### src/rtl/sram_ctrl.sv
// sram_ctrl
// ---------
// Bridges separate read and write request channels onto a single-port SRAM
// with registered read data. One transaction is in flight at a time; when
// both channels request together in IDLE the grant alternates between them,
// starting with read after reset.
//
// Handshake rule (all channels): a transfer happens on a rising clock edge
// where valid and ready are both 1. A source keeps valid and its payload
// stable until that edge; ready may depend combinationally on valid.
//
// Optional feature: define SRAM_CTRL_RANGE_CHECK_EN to reject byte addresses
// with any bit above addr_width+1 set (no SRAM access, read data 0, write
// dropped, sticky oob_error). Without it the upper address bits alias and
// oob_error is tied to 0.
//
// Ports
//   clock, reset                 rising-edge clock, async active-high reset
//   rd_req_valid/ready/addr      read request (32-bit byte address)
//   rd_resp_valid/ready/data     read response
//   wr_req_valid/ready/addr/data/strobe   write request with byte enables
//   wr_resp_valid/ready          write completion
//   oob_error                    sticky out-of-range flag
//   sram_en/wen/wmask/addr/din   SRAM command, sram_dout registered read data
//   dbg_state                    current FSM state (IDLE=0, RD_WAIT=1,
//                                RD_RESP=2, WR_RESP=3)
module sram_ctrl #(
    parameter int addr_width = 8,
    parameter int data_width = 32
) (
    input  logic                  clock,
    input  logic                  reset,
    input  logic                  rd_req_valid,
    output logic                  rd_req_ready,
    input  logic [31:0]           rd_req_addr,
    output logic                  rd_resp_valid,
    input  logic                  rd_resp_ready,
    output logic [data_width-1:0] rd_resp_data,
    input  logic                  wr_req_valid,
    output logic                  wr_req_ready,
    input  logic [31:0]           wr_req_addr,
    input  logic [data_width-1:0] wr_req_data,
    input  logic [3:0]            wr_req_strobe,
    output logic                  wr_resp_valid,
    input  logic                  wr_resp_ready,
    output logic                  oob_error,
    output logic                  sram_en,
    output logic                  sram_wen,
    output logic [3:0]            sram_wmask,
    output logic [addr_width-1:0] sram_addr,
    output logic [data_width-1:0] sram_din,
    input  logic [data_width-1:0] sram_dout,
    output logic [1:0]            dbg_state
);

    typedef enum logic [1:0] {
        IDLE    = 2'd0,
        RD_WAIT = 2'd1,
        RD_RESP = 2'd2,
        WR_RESP = 2'd3
    } state_t;

    state_t                r_state;
    state_t                w_next_state;
    logic                  r_last_rd;     // 1 when the last served channel was read
    logic                  r_rd_oob;      // in-flight read was out of range
    logic [data_width-1:0] r_rd_data;
    logic                  w_grant_rd;
    logic                  w_grant_wr;
    logic                  w_rd_fire;
    logic                  w_wr_fire;
    logic                  w_rd_oob;
    logic                  w_wr_oob;

    // Byte-offset bits never select a word; upper bits only matter to the
    // range check.
    logic w_unused_addr_bits;
    assign w_unused_addr_bits = ^{rd_req_addr[1:0], wr_req_addr[1:0],
                                  rd_req_addr[31:addr_width+2],
                                  wr_req_addr[31:addr_width+2]};

`ifdef SRAM_CTRL_RANGE_CHECK_EN
    logic r_oob_error;

    assign w_rd_oob = |rd_req_addr[31:addr_width+2];
    assign w_wr_oob = |wr_req_addr[31:addr_width+2];

    always_ff @(posedge clock or posedge reset) begin
        if (reset) begin
            r_oob_error <= 1'b0;
        end else if ((w_rd_fire && w_rd_oob) || (w_wr_fire && w_wr_oob)) begin
            r_oob_error <= 1'b1;
        end
    end

    assign oob_error = r_oob_error;
`else
    assign w_rd_oob  = 1'b0;
    assign w_wr_oob  = 1'b0;
    assign oob_error = 1'b0;
`endif

    always_comb begin
        w_next_state = r_state;
        rd_req_ready = 1'b0;
        wr_req_ready = 1'b0;
        sram_en      = 1'b0;
        sram_wen     = 1'b0;
        sram_addr    = rd_req_addr[addr_width+1:2];
        sram_wmask   = wr_req_strobe;
        sram_din     = wr_req_data;
        // Write only beats read when both request and read was served last.
        w_grant_rd   = rd_req_valid && (!wr_req_valid || !r_last_rd);
        w_grant_wr   = wr_req_valid && !w_grant_rd;

        case (r_state)
            IDLE: begin
                // Readys are gated by reset so nothing handshakes while the
                // block is held in reset.
                if (!reset) begin
                    if (w_grant_rd) begin
                        rd_req_ready = 1'b1;
                        sram_en      = !w_rd_oob;
                        w_next_state = RD_WAIT;
                    end else if (w_grant_wr) begin
                        wr_req_ready = 1'b1;
                        sram_en      = !w_wr_oob;
                        sram_wen     = 1'b1;
                        sram_addr    = wr_req_addr[addr_width+1:2];
                        w_next_state = WR_RESP;
                    end
                end
            end
            RD_WAIT: w_next_state = RD_RESP;
            RD_RESP: if (rd_resp_ready) w_next_state = IDLE;
            WR_RESP: if (wr_resp_ready) w_next_state = IDLE;
            default: w_next_state = IDLE;
        endcase
    end

    assign w_rd_fire = rd_req_valid && rd_req_ready;
    assign w_wr_fire = wr_req_valid && wr_req_ready;

    always_ff @(posedge clock or posedge reset) begin
        if (reset) begin
            r_state   <= IDLE;
            r_last_rd <= 1'b0;
            r_rd_oob  <= 1'b0;
            r_rd_data <= '0;
        end else begin
            r_state <= w_next_state;
            if (w_rd_fire) begin
                r_last_rd <= 1'b1;
                r_rd_oob  <= w_rd_oob;
            end else if (w_wr_fire) begin
                r_last_rd <= 1'b0;
            end
            // SRAM output is valid the cycle after the access; capture it
            // once so the response stays stable under backpressure.
            if (r_state == RD_WAIT) begin
                r_rd_data <= r_rd_oob ? '0 : sram_dout;
            end
        end
    end

    assign rd_resp_valid = (r_state == RD_RESP);
    assign wr_resp_valid = (r_state == WR_RESP);
    assign rd_resp_data  = r_rd_data;
    assign dbg_state     = r_state;

endmodule

### config.mk
export PLATFORM = sky130hd
export DESIGN_NAME = sram_ctrl
export DESIGN_NICKNAME = d
export VERILOG_FILES = /design/src/rtl/sram_ctrl.sv
export SDC_FILE = /design/constraint.sdc
export NUM_CORES = 1
export LEC_CHECK = 0
export CORE_AREA = 5 5 124 67
export DETAILED_ROUTE_END_ITERATION = 8
export DIE_AREA = 0 0 129 72
export PLACE_DENSITY = 0.86
export SYNTH_ARGS = -nofsm -noshare
export SYNTH_HDL_FRONTEND = slang
export SYNTH_SLANG_ARGS = --single-unit
### constraint.sdc
create_clock -name clock -period 2 [get_ports clock]
set_clock_uncertainty 0.15 [all_clocks]
set_input_delay 0.4 -clock clock [delete_from_list [all_inputs] [get_ports clock]]
set_output_delay 0.4 -clock clock [all_outputs]
set_load 0.02 [all_outputs]
==> After elaboration in Yosys (flattened, before gate mapping) <==
Index checks and enable logic that the tools add are counted.
Widths: inputs -> output; s select.
{ "word_totals": {"reg_bits": 35, "output_inout_bits": 85} }
{ "classes": {"n_eq_ne": 7, "n_mux": 22, "n_reduce_logical": 11} }
{ "op_table": {"columns": ["cell", "n"], "rows": [
  ["$mux 8", 4],
  ["$mux 1", 12],
  ["$mux 2", 5],
  ["$pmux 2 s4", 1],
  ["$eq 2x2->1 const B", 2],
  ["$logic_and 1x1->1", 4],
  ["$ne 2x1->1 const B", 2],
  ["$reduce_and 4->1", 1],
  ["$logic_not 1->1", 3],
  ["$ne 3x3->1 const B", 1],
  ["$eq 2x1->1 const B", 1],
  ["$logic_not 2->1", 1],
  ["$ne 2x2->1 const B", 1],
  ["$reduce_bool 2->1", 1],
  ["$logic_or 1x1->1", 1]
]} }

==> Depth between registers and ports, before layout <==
{ "depth": {"ltp_word": 12, "ltp_mapped": 4, "mapped_depth_nobuf": 3} }

==> Worst setup path after synthesis <==
Ideal clock, no wire load.
{ "synth_path": {"path_kind": "flip-flop to output port", "start": "reg r_state[1], in the netlist dbg_state[1]", "end": "out wr_req_ready", "arrival_ns": 1.331, "slack_ns": 0.119, "path_stages_with_launch": 5, "n_path_buf": 1, "cell_sequence": "dfrtp_1 > nor3_4 > nand3_4 > inv_1 > buf_4"} }
{ "synth_via": {"elab_chain_len": 2} }
{ "synth_lines": {"columns": ["element", "line", "source"], "rows": [
  ["from (decl)", "63", "state_t r_state;"],
  ["from (signal assigned)", "151", "r_state <= w_next_state;"],
  ["$logic_not 2->1", null, null],
  ["$mux 1", null, null],
  ["to (decl)", "40", "output logic wr_req_ready,"]
]} }
Every way passes these cells.

==> Worst setup path in the final report <==
{ "layout_path": {"start": "in reset", "end": "out sram_addr[3]"} }
{ "layout_via": {"elab_chain_len": 2} }
{ "layout_lines": {"columns": ["element", "line", "source"], "rows": [
  ["from (decl)", "32", "input logic reset,"],
  ["$mux 8", "120", "if (!reset) begin"],
  ["$mux 8", "116", "case (r_state)"],
  ["to (decl)", "50", "output logic [addr_width-1:0] sram_addr,"]
]} }
Every way passes these cells.

==> flow_summary.yaml <==
yosys:
  ys_types: 18
  netlist_instances: 136
  ys_seq_elements: 35
  avgSynthCellArea_um2: 13.14
  netlist_area_um2: 1787
  yosys.area.top_type: "dfrtp_1"
  async_reset_ff_share_pct: 100.0
  ys_top_cells_by_area: "dfrtp_1, mux2_2, buf_4, mux2_1, buf_6"
  yosysWarningCount: 0
  synth_top_area_share_pct: 49.02
  synthFlopType: "dfrtp_1"
  synth_common_cells: "buf_4, mux2_2, dfrtp_1"
  synth.most_common_cell: "buf_4"
  syn-num-nets: 274
  synth-edff-count: 0
  ys_seq_area_share_pct: 49.02
layout:
  diodes: 0
  fin_cells: 315
  fill_cells: 686
  num-nets-final: 356
  layout.area.seq_um2: 875.8
  multiInputGateArea_um2: 608.1
  drive_above_1_share_pct: 36.07
  area_growth_pct: 61.20
clock_network:
  cts_buffer_depth: 2
  cts_hold_buffers: 0
  cts_num_sinks: 35
  cts_buffers: 5
  htree_levels: 2
  cts_root_buffer: "clkbuf_16"
  cts_tree: "yes"
  clock_latency_ps: 270
  clk_pin_slew_worst_paths_ps: 50
setup_path:
  worstSetupStartpointType: "primary input"
  rrSetupSlack_ps: 390
  cp_cell_sequence: "dlygate4sd2_1, nor3_4, nand3_2, mux2_2, buf_2"
  cpPeakStageDelay_ps: 300
  required_ps: 1450
  crit_type: "primary input to output port"
  crit_family: "simple AND/OR/NAND/NOR gates"
  crit_arrival_ps: 1570
  cp_max_fo: 4
  r2r_cells: 4
  timing.rr.start: "dbg_state[0]$_DFFE_PP0P_"
  crit_buf_inv: 2
  slowest_stage: "mux2_2"
  critical_path.endpoint_type: "output port"
  r2r_end: "rd_resp_data[5]$_DFFE_PP0P_"
status:
  outcome: "finished, violations left"
  violations: "setup timing"
die:
  io_pins: 223
  die_h_um: 72
  start_util_pct: 25.16
  rows: 22
  dieArea_um2: 9288
  die_w_um: 129
  design.core.area_um2: 7102
placement:
  port_buffers: 101
  hpwl_um: 3426
  place_ws_ps: -648.2
  gp_congestion: 0.7274
  dp_cells: 302
global_route:
  grt_pass1_vias: 1370
  grt_first_pass_wirelength_um: 7148
  grt_max_degree: 36
  overflow: 0
  grt_util_all_layers_pct: 9.634
  antenna_found_initial: 0
timing:
  finalSetupViolCount: 10
  finalCriticalPeriod_ps: 2115
  max_freq_ghz: 0.4727
  timing.hold.ws_ps: 296.4
  fin_crit_sh_pct: 105.8
  finalHoldViolCount: 0
  fin_ws_ps: -115.3
  rsz0062_at_grt: "yes"
  slew_viol_final: 0
detailed_routing:
  drt-initial-drc-count: 28
  routed_wl_um: 4480
  drtPass1Iterations: 4
  drcViolationCount: 0
  wire_per_inst_um: 14.22
  viasPerCell: 4.019
  drtAntennaViolNets: 0
  vias: 1266
power_and_ir_drop:
  irDropWorstVdd_v: 0.0005279
  powerDensity_nw_per_um2: 1505
  p_leak_nw: 1.229
worst_hold_path:
  hold_path_class: "primary input to asynchronous set/reset pin"
flow_run:
  maxCapViolations: 0
-- cells by family after synthesis --
group | count (synthesis) | synth area share, %
buf+inv | 45 | 18.91
mux | 41 | 25.84
flops | 35 | 49.02
compound gates | 7 | 2.521
simple gates | 7 | 3.502
other cells | 1 | 0.2099
-- metal layers --
metal	track usage [%]	vias to the layer above	wire length [um]
li1	-	584	-
met1	12.74	597	2010
met2	14.11	83	1981
met3	4.706	2	475
met4	2.445	0	13
met5	0	-	0
-- worst reg2reg max path: cells and delay by family, from the launching register on --
| kind | cells | cell delay (ps) |
|---|---|---|
| AND/OR/NAND/NOR | 1 | 150 |
| buffers and inverters | 2 | 420 |
| flip-flops | 1 | 400 |
| multiplexers | 1 | 380 |
-- stage by stage --
step                      cell area [um^2]  TNS [ps]  power [W]  utilization (%)
final                                 2880    -917.1   0.004336            40.56
after global routing                  2880     -1737   0.004592            40.56
after global placement                2681     -6796   0.003441            37.76
after detailed placement              2681     -7098   0.003484            37.76
after CTS                             2830    -977.3   0.004370            39.85
after floorplan                       1787         0   0.002487                -
-- layout by cell type (no fill, tap or decap), types with 2 or more instances in the layout --
| cell | instances |
|---|---|
| a21oi_1 | 2 |
| buf_2 | 7 |
| buf_4 | 13 |
| buf_6 | 7 |
| clkbuf_16 | 5 |
| clkdlybuf4s50_1 | 82 |
| dfrtp_1 | 35 |
| dlygate4sd2_1 | 7 |
| inv_1 | 2 |
| mux2_1 | 5 |
| mux2_2 | 35 |
-- how the worst max path moves through the flow --
stage          slack, ps           end                      from  cells after the start
2_1_floorplan        120  wr_req_ready  dbg_state[1]$_DFFE_PP0P_                      4
3_3_place_gp        -620  sram_addr[7]                     reset                      5
3_5_place_dp        -650  sram_addr[2]                     reset                      5
4_1_cts             -130  sram_addr[0]  dbg_state[0]$_DFFE_PP0P_                      4
5_1_grt             -190  sram_addr[1]  dbg_state[1]$_DFFE_PP0P_                      4
6_report            -120  sram_addr[3]                     reset                      5
-- flip-flops by register name, summed over array words and instances (netlist names) --
signal / count
rd_resp_data: 32
dbg_state: 2
r_last_rd: 1
-- repair_timing --
action                     4_1_cts  5_1_grt
buffers inserted                 2        3
setup endpoints to repair       16       12
resized for setup               65        8
cloned                           1        0
pin swaps                        3        3
-- power breakdown --
part	switching, W	leakage, nW	total [W]	internal (W)
combinational	0.000995	0.729	0.00221	0.00121
clock	0.000287	0.0838	0.000874	0.000587
sequential	0.000184	0.416	0.00126	0.00107
-- area by class of cell --
| class | instances | area share [%] |
|---|---|---|
| repair buffers | 116 | 37.97 |
| inverters | 3 | 0.4778 |
| clock buffers | 5 | 4.344 |
| clock inverters | 3 | 1.520 |
| multi-input cells | 57 | 21.11 |
| flip-flops and latches | 35 | 30.41 |
| well taps | 96 | 4.170 |
(Power assumes the default switching activity.)
==> variant 1 (config.mk and constraints unchanged) <==
Build with the macro `SRAM_CTRL_RANGE_CHECK_EN` defined.
--- a/src/rtl/sram_ctrl.sv
+++ b/src/rtl/sram_ctrl.sv
@@ -24,6 +24,8 @@
 //   sram_en/wen/wmask/addr/din   SRAM command, sram_dout registered read data
 //   dbg_state                    current FSM state (IDLE=0, RD_WAIT=1,
 //                                RD_RESP=2, WR_RESP=3)
+`define SRAM_CTRL_RANGE_CHECK_EN
+
 module sram_ctrl #(
     parameter int addr_width = 8,
     parameter int data_width = 32
Behaviour: not the same (Yosys sat finds a counterexample within 4 cycles, from zero or initial values and one cycle with reset high).
==> variant 1 against the original RTL <==
- the flow still finishes with violations (setup timing)
- wire length rose by 77%
- largest cell class unchanged
- critical endpoint is now sram_en
- setup slack got worse by 0.13 ns
- synthesized cell count rose by 69%
- final area rose by 34%
- clock power rose by 4.7%
- power rose by 0.78%
- register-to-register slack got worse by 0.51 ns
- hold slack improved by 0.0091 ns
- count of clock-buffer cells in the layout rose by 1
- sequential cell count rose by 2
- critical path depth rose by 1
- area after synthesis rose by 18%
- critical path type unchanged
- die area did not move
==> variant 1: results (changes against the original RTL) <==
metric;value;unit;change
ys_seq_area_share;43.9;%;was 49.0%
grt_max_degree;53;;was 36
grt_pass1_wl;11800;um;was 7150 um
wl;7930;um;was 4480 um
violations;setup timing;;unchanged
status;finished, violations left;;unchanged
p_leak;0.00171;uW;was 0.00123 uW
drt-wirelength-per-cell;16.9;um;was 14.2 um
cts_made_buffers;5;;unchanged
worstPathArrival;1.70;ns;was 1.57 ns
nets;508;;was 356
synth_warnings;0;;unchanged
vdd_drop_max;0.638;mV;was 0.528 mV
layout_setup_ws;-0.247;ns;was -0.115 ns
dp_hpwl;5580;um;was 3430 um
grt_pass1_vias;2231;;was 1370
ys_top_cells_by_area;dfrtp_1 (44%), buf_4 (13%), nand2b_1 (9.8%);;was dfrtp_1 (49%), mux2_2 (23%), buf_4 (16%)
critPathSlowestCell;nor4_4;;was mux2_2
fin_tns_setup;-2.21;ns;was -0.917 ns
drtIter0Drc;63;;was 28
crit_path_max_fanout;2;;was 4
r2r_setup_slack;-0.12;ns;was 0.39 ns
place.gp.congestion;0.962;;was 0.727
drive_above_1_share;23.2;%;was 36.1%
portBuffers;146;;was 101
drt-vias-per-instance;4.50;;was 4.02
cts_buffer_depth;2;;unchanged
cpPeakStageDelay;0.28;ns;was 0.30 ns
syn_nets;368;;was 274
dp_cells;436;;was 302
antenna_found_initial;1;;was 0
dp_slack;-1.03;ns;was -0.648 ns
synthDistinctLibCells;28;;was 18
reg2reg_depth;13;;was 4
grt.total_usage;16.8;%;was 9.63%
dpl-instance-area;3470;sq um;was 2680 sq um
synthCells;230;;was 136
setup_violations;13;;was 10
synth_common_cells;buf_4 (37), dfrtp_1 (37), nand2_1 (35), nand2b_1 (33), o21ai_0 (30);;was buf_4 (39), mux2_2 (36), dfrtp_1 (35), mux2_1 (5)
reg2reg_to;r_rd_oob$_DFFE_PP0P_;;was rd_resp_data[5]$_DFFE_PP0P_
holdWs;0.305;ns;was 0.296 ns
## variant 1: worst max path at each step
stage	start	endpoint	slack, ns
floorplan	dbg_state[1]$_DFFE_PP0P_	sram_en	0.006
global placement	rd_req_addr[22]	sram_en	-1.01
detailed placement	rd_req_addr[22]	sram_en	-1.03
CTS	dbg_state[1]$_DFFE_PP0P_	sram_addr[1]	-0.16
global route	rd_req_addr[19]	sram_en	-0.35
finish	wr_req_addr[23]	sram_en	-0.25
## variant 1: final cells by class
cell class                      count  area (sq um)
Antenna cell                        1          2.50
Clock buffer                        6           139
Clock inverter                      2          37.5
Fill cell                         628          3230
Inverter                            6          22.5
Multi-Input combinational cell    140           951
Sequential cell                    37           926
Tap cell                           96           120
Timing Repair Buffer              180          1680
## variant 1: what timing repair did
| item | CTS | global route |
|---|---|---|
| gates cloned | 1 | 0 |
| pin swaps | 21 | 6 |
| gates resized for setup | 137 | 17 |
| buffers inserted | 21 | 1 |
| endpoints found under the setup margin | 14 | 15 |
## variant 1: cells by family after synthesis
logic type | count (synthesis) | synth area share (%)
and+or+nand+nor | 89 | 22.9
buffers and inverters | 54 | 16.8
AOI/OAI and AO/OA | 41 | 10.4
DFF | 37 | 43.9
muxes | 9 | 6.05
## variant 1: per-layer routing
metal,GRT usage [%],vias to the layer above,wire (um)
met1,21.6,974,3420
li1,-,1005,-
met4,5.82,0,163
met5,0,-,0
met2,24.5,112,3560
met3,8.53,15,790
## variant 1: critical path, delay by kind of cell
| family | cells | cell delay (ns) |
|---|---|---|
| AO/OA/AOI/OAI | 1 | 0.19 |
| AND/OR/NAND/NOR | 3 | 0.74 |
| buffers and inverters | 2 | 0.36 |
## variant 1: power by group
part           total (uW)  switching [uW]  internal [uW]  leakage [uW]
combinational        2180            1100           1080       0.00113
clock                 915             294            621     0.0000831
sequential           1280             207           1070      0.000491
==> variant 2 (config.mk and constraints unchanged) <==
Without the edit above. Register the output `dbg_state` once more; this adds one clock of latency there. The other outputs are not delayed to match.
--- a/src/rtl/sram_ctrl.sv
+++ b/src/rtl/sram_ctrl.sv
@@ -166,7 +166,9 @@
     assign rd_resp_valid = (r_state == RD_RESP);
     assign wr_resp_valid = (r_state == WR_RESP);
     assign rd_resp_data  = r_rd_data;
-    assign dbg_state     = r_state;
+    always_ff @(posedge clock) begin
+        dbg_state <= r_state;
+    end
 
 endmodule
 
Behaviour: not the same (a bounded check fails within 4 cycles, from zero or initial values and one cycle with reset high).
==> variant 2 against the original RTL <==
- wire length shrank 1.9%
- clock power shrank 3.9%
- sequential cell count is 2 higher
- area after synthesis up 2.2%
- power grew 1.6%
- setup slack worse by 0.021 ns
- largest cell class unchanged
- final area up 1.7%
- highest routed layer unchanged
- the flow still finishes with violations (setup timing)
- hold slack lost 0.10 ns
- non-clock buffer count fell by 4
==> variant 2: results (changes against the original RTL) <==
metric;value;unit;change
setup_violations;11;;was 10
violations;setup timing;;unchanged
p_leak;0.00123;uW;about the same
vias;1295;;was 1266
nets;355;;was 356
worstPathArrival;1.59;ns;was 1.57 ns
cpPeakStageDelay;0.41;ns;was 0.30 ns
grt_pass1_vias;1418;;was 1370
switching_share;34.0;%;was 33.8%
async_flop_share;94.6;%;was 100%
grt.total_usage;9.62;%;was 9.63%
place.gp.congestion;0.809;;was 0.727
dp_slack;-0.743;ns;was -0.648 ns
vdd_drop_max;0.510;mV;was 0.528 mV
drtIter0Drc;24;;was 28
ys_seq_area_share;50.1;%;was 49.0%
reg2reg_to;rd_resp_data[13]$_DFFE_PP0P_;;was rd_resp_data[5]$_DFFE_PP0P_
drive_above_1_share;34.9;%;was 36.1%
synthCells;139;;was 136
synthDistinctLibCells;22;;was 18
fin_tns_setup;-1.04;ns;was -0.917 ns
drt-wirelength-per-cell;14.0;um;was 14.2 um
drt-vias-per-instance;4.11;;was 4.02
grt_pass1_wl;6950;um;was 7150 um
status;finished, violations left;;unchanged
synth_common_cells;buf_4 (38), dfrtp_1 (35), mux2_2 (35), mux2_1 (5);;was buf_4 (39), mux2_2 (36), dfrtp_1 (35), mux2_1 (5)
crit_type;flip-flop to output pin;;was primary input to output pin
worstSetupEndpoint;sram_addr[1];;was sram_addr[3]
critPathSlowestCell;dfrtp_1;;was mux2_2
layout_setup_ws;-0.136;ns;was -0.115 ns
r2r_setup_slack;0.43;ns;was 0.39 ns
syn_nets;277;;was 274
variant 2: power groups by stage:
stage	clock, uW	combinational (uW)	sequential, uW
2_1_floorplan	0	803	1770
4_1_cts	874	2240	1320
3_3_place_gp	0	2210	1310
6_report	840	2250	1310
5_1_grt	907	2390	1370
3_5_place_dp	0	2240	1330
variant 2: how the worst min path moves through the flow:
| stage | start | endpoint | depth (start not counted) |
|---|---|---|---|
| floorplan | r_state[0]$_DFFE_PP0P_ | dbg_state[0]$_DFF_P_ | 0 |
| global placement | rd_resp_data[7]$_DFFE_PP0P_ | rd_resp_data[7]$_DFFE_PP0P_ | 1 |
| detailed placement | rd_resp_data[9]$_DFFE_PP0P_ | rd_resp_data[9]$_DFFE_PP0P_ | 1 |
| CTS | reset | r_state[1]$_DFFE_PP0P_ | 3 |
| global route | reset | rd_resp_data[14]$_DFFE_PP0P_ | 3 |
| finish | reset | r_state[1]$_DFFE_PP0P_ | 3 |
variant 2: cell families after synthesis:
group	count (synthesis)	share of synthesized area, %
muxes	40	24.7
buffers and inverters	45	18.4
DFF	37	50.1
other	1	0.205
and+or+nand+nor	9	4.18
AOI/OAI and AO/OA	7	2.47
variant 2: layer usage:
metal | vias to the layer above | part of all wire (%) | GRT usage, %
met2 | 91 | 42 | 14.0
li1 | 589 | - | -
met1 | 607 | 41 | 10.8
met3 | 8 | 16 | 6.99
met4 | 0 | 1.5 | 3.96
met5 | - | 0 | 0
variant 2: area by class of cell:
class                   count  area [sq um]
clock inverters             1          8.76
clock buffers               7           153
fillers                   654          4170
repair buffers            112          1100
well taps                  96           120
inverters                   3          13.8
multi-input cells          58           619
flip-flops and latches     37           916
diodes                      1          2.50
variant 2: stage by stage:
stage	total power [uW]	cell area [sq um]	hold slack (ns)
after global placement	3520	2720	0.323
after detailed placement	3560	2720	0.336
after global routing	4670	2930	0.228
after floorplan	2570	1830	0.308
final	4400	2930	0.196
after CTS	4430	2880	0.200
variant 2: worst register-to-register path: cells and delay by family, from the launching register on:
| family | cells | cell delay (ns) |
|---|---|---|
| and+or+nand+nor | 1 | 0.15 |
| muxes | 1 | 0.37 |
| buffers and inverters | 2 | 0.37 |
| DFF | 1 | 0.40 |
variant 2: what timing repair did:
item | 4_1_cts | 5_1_grt
pin swaps | 3 | 3
resized for setup | 59 | 11
setup buffers | 2 | 1
endpoints found under the setup margin | 14 | 12
cloned | 1 | 0
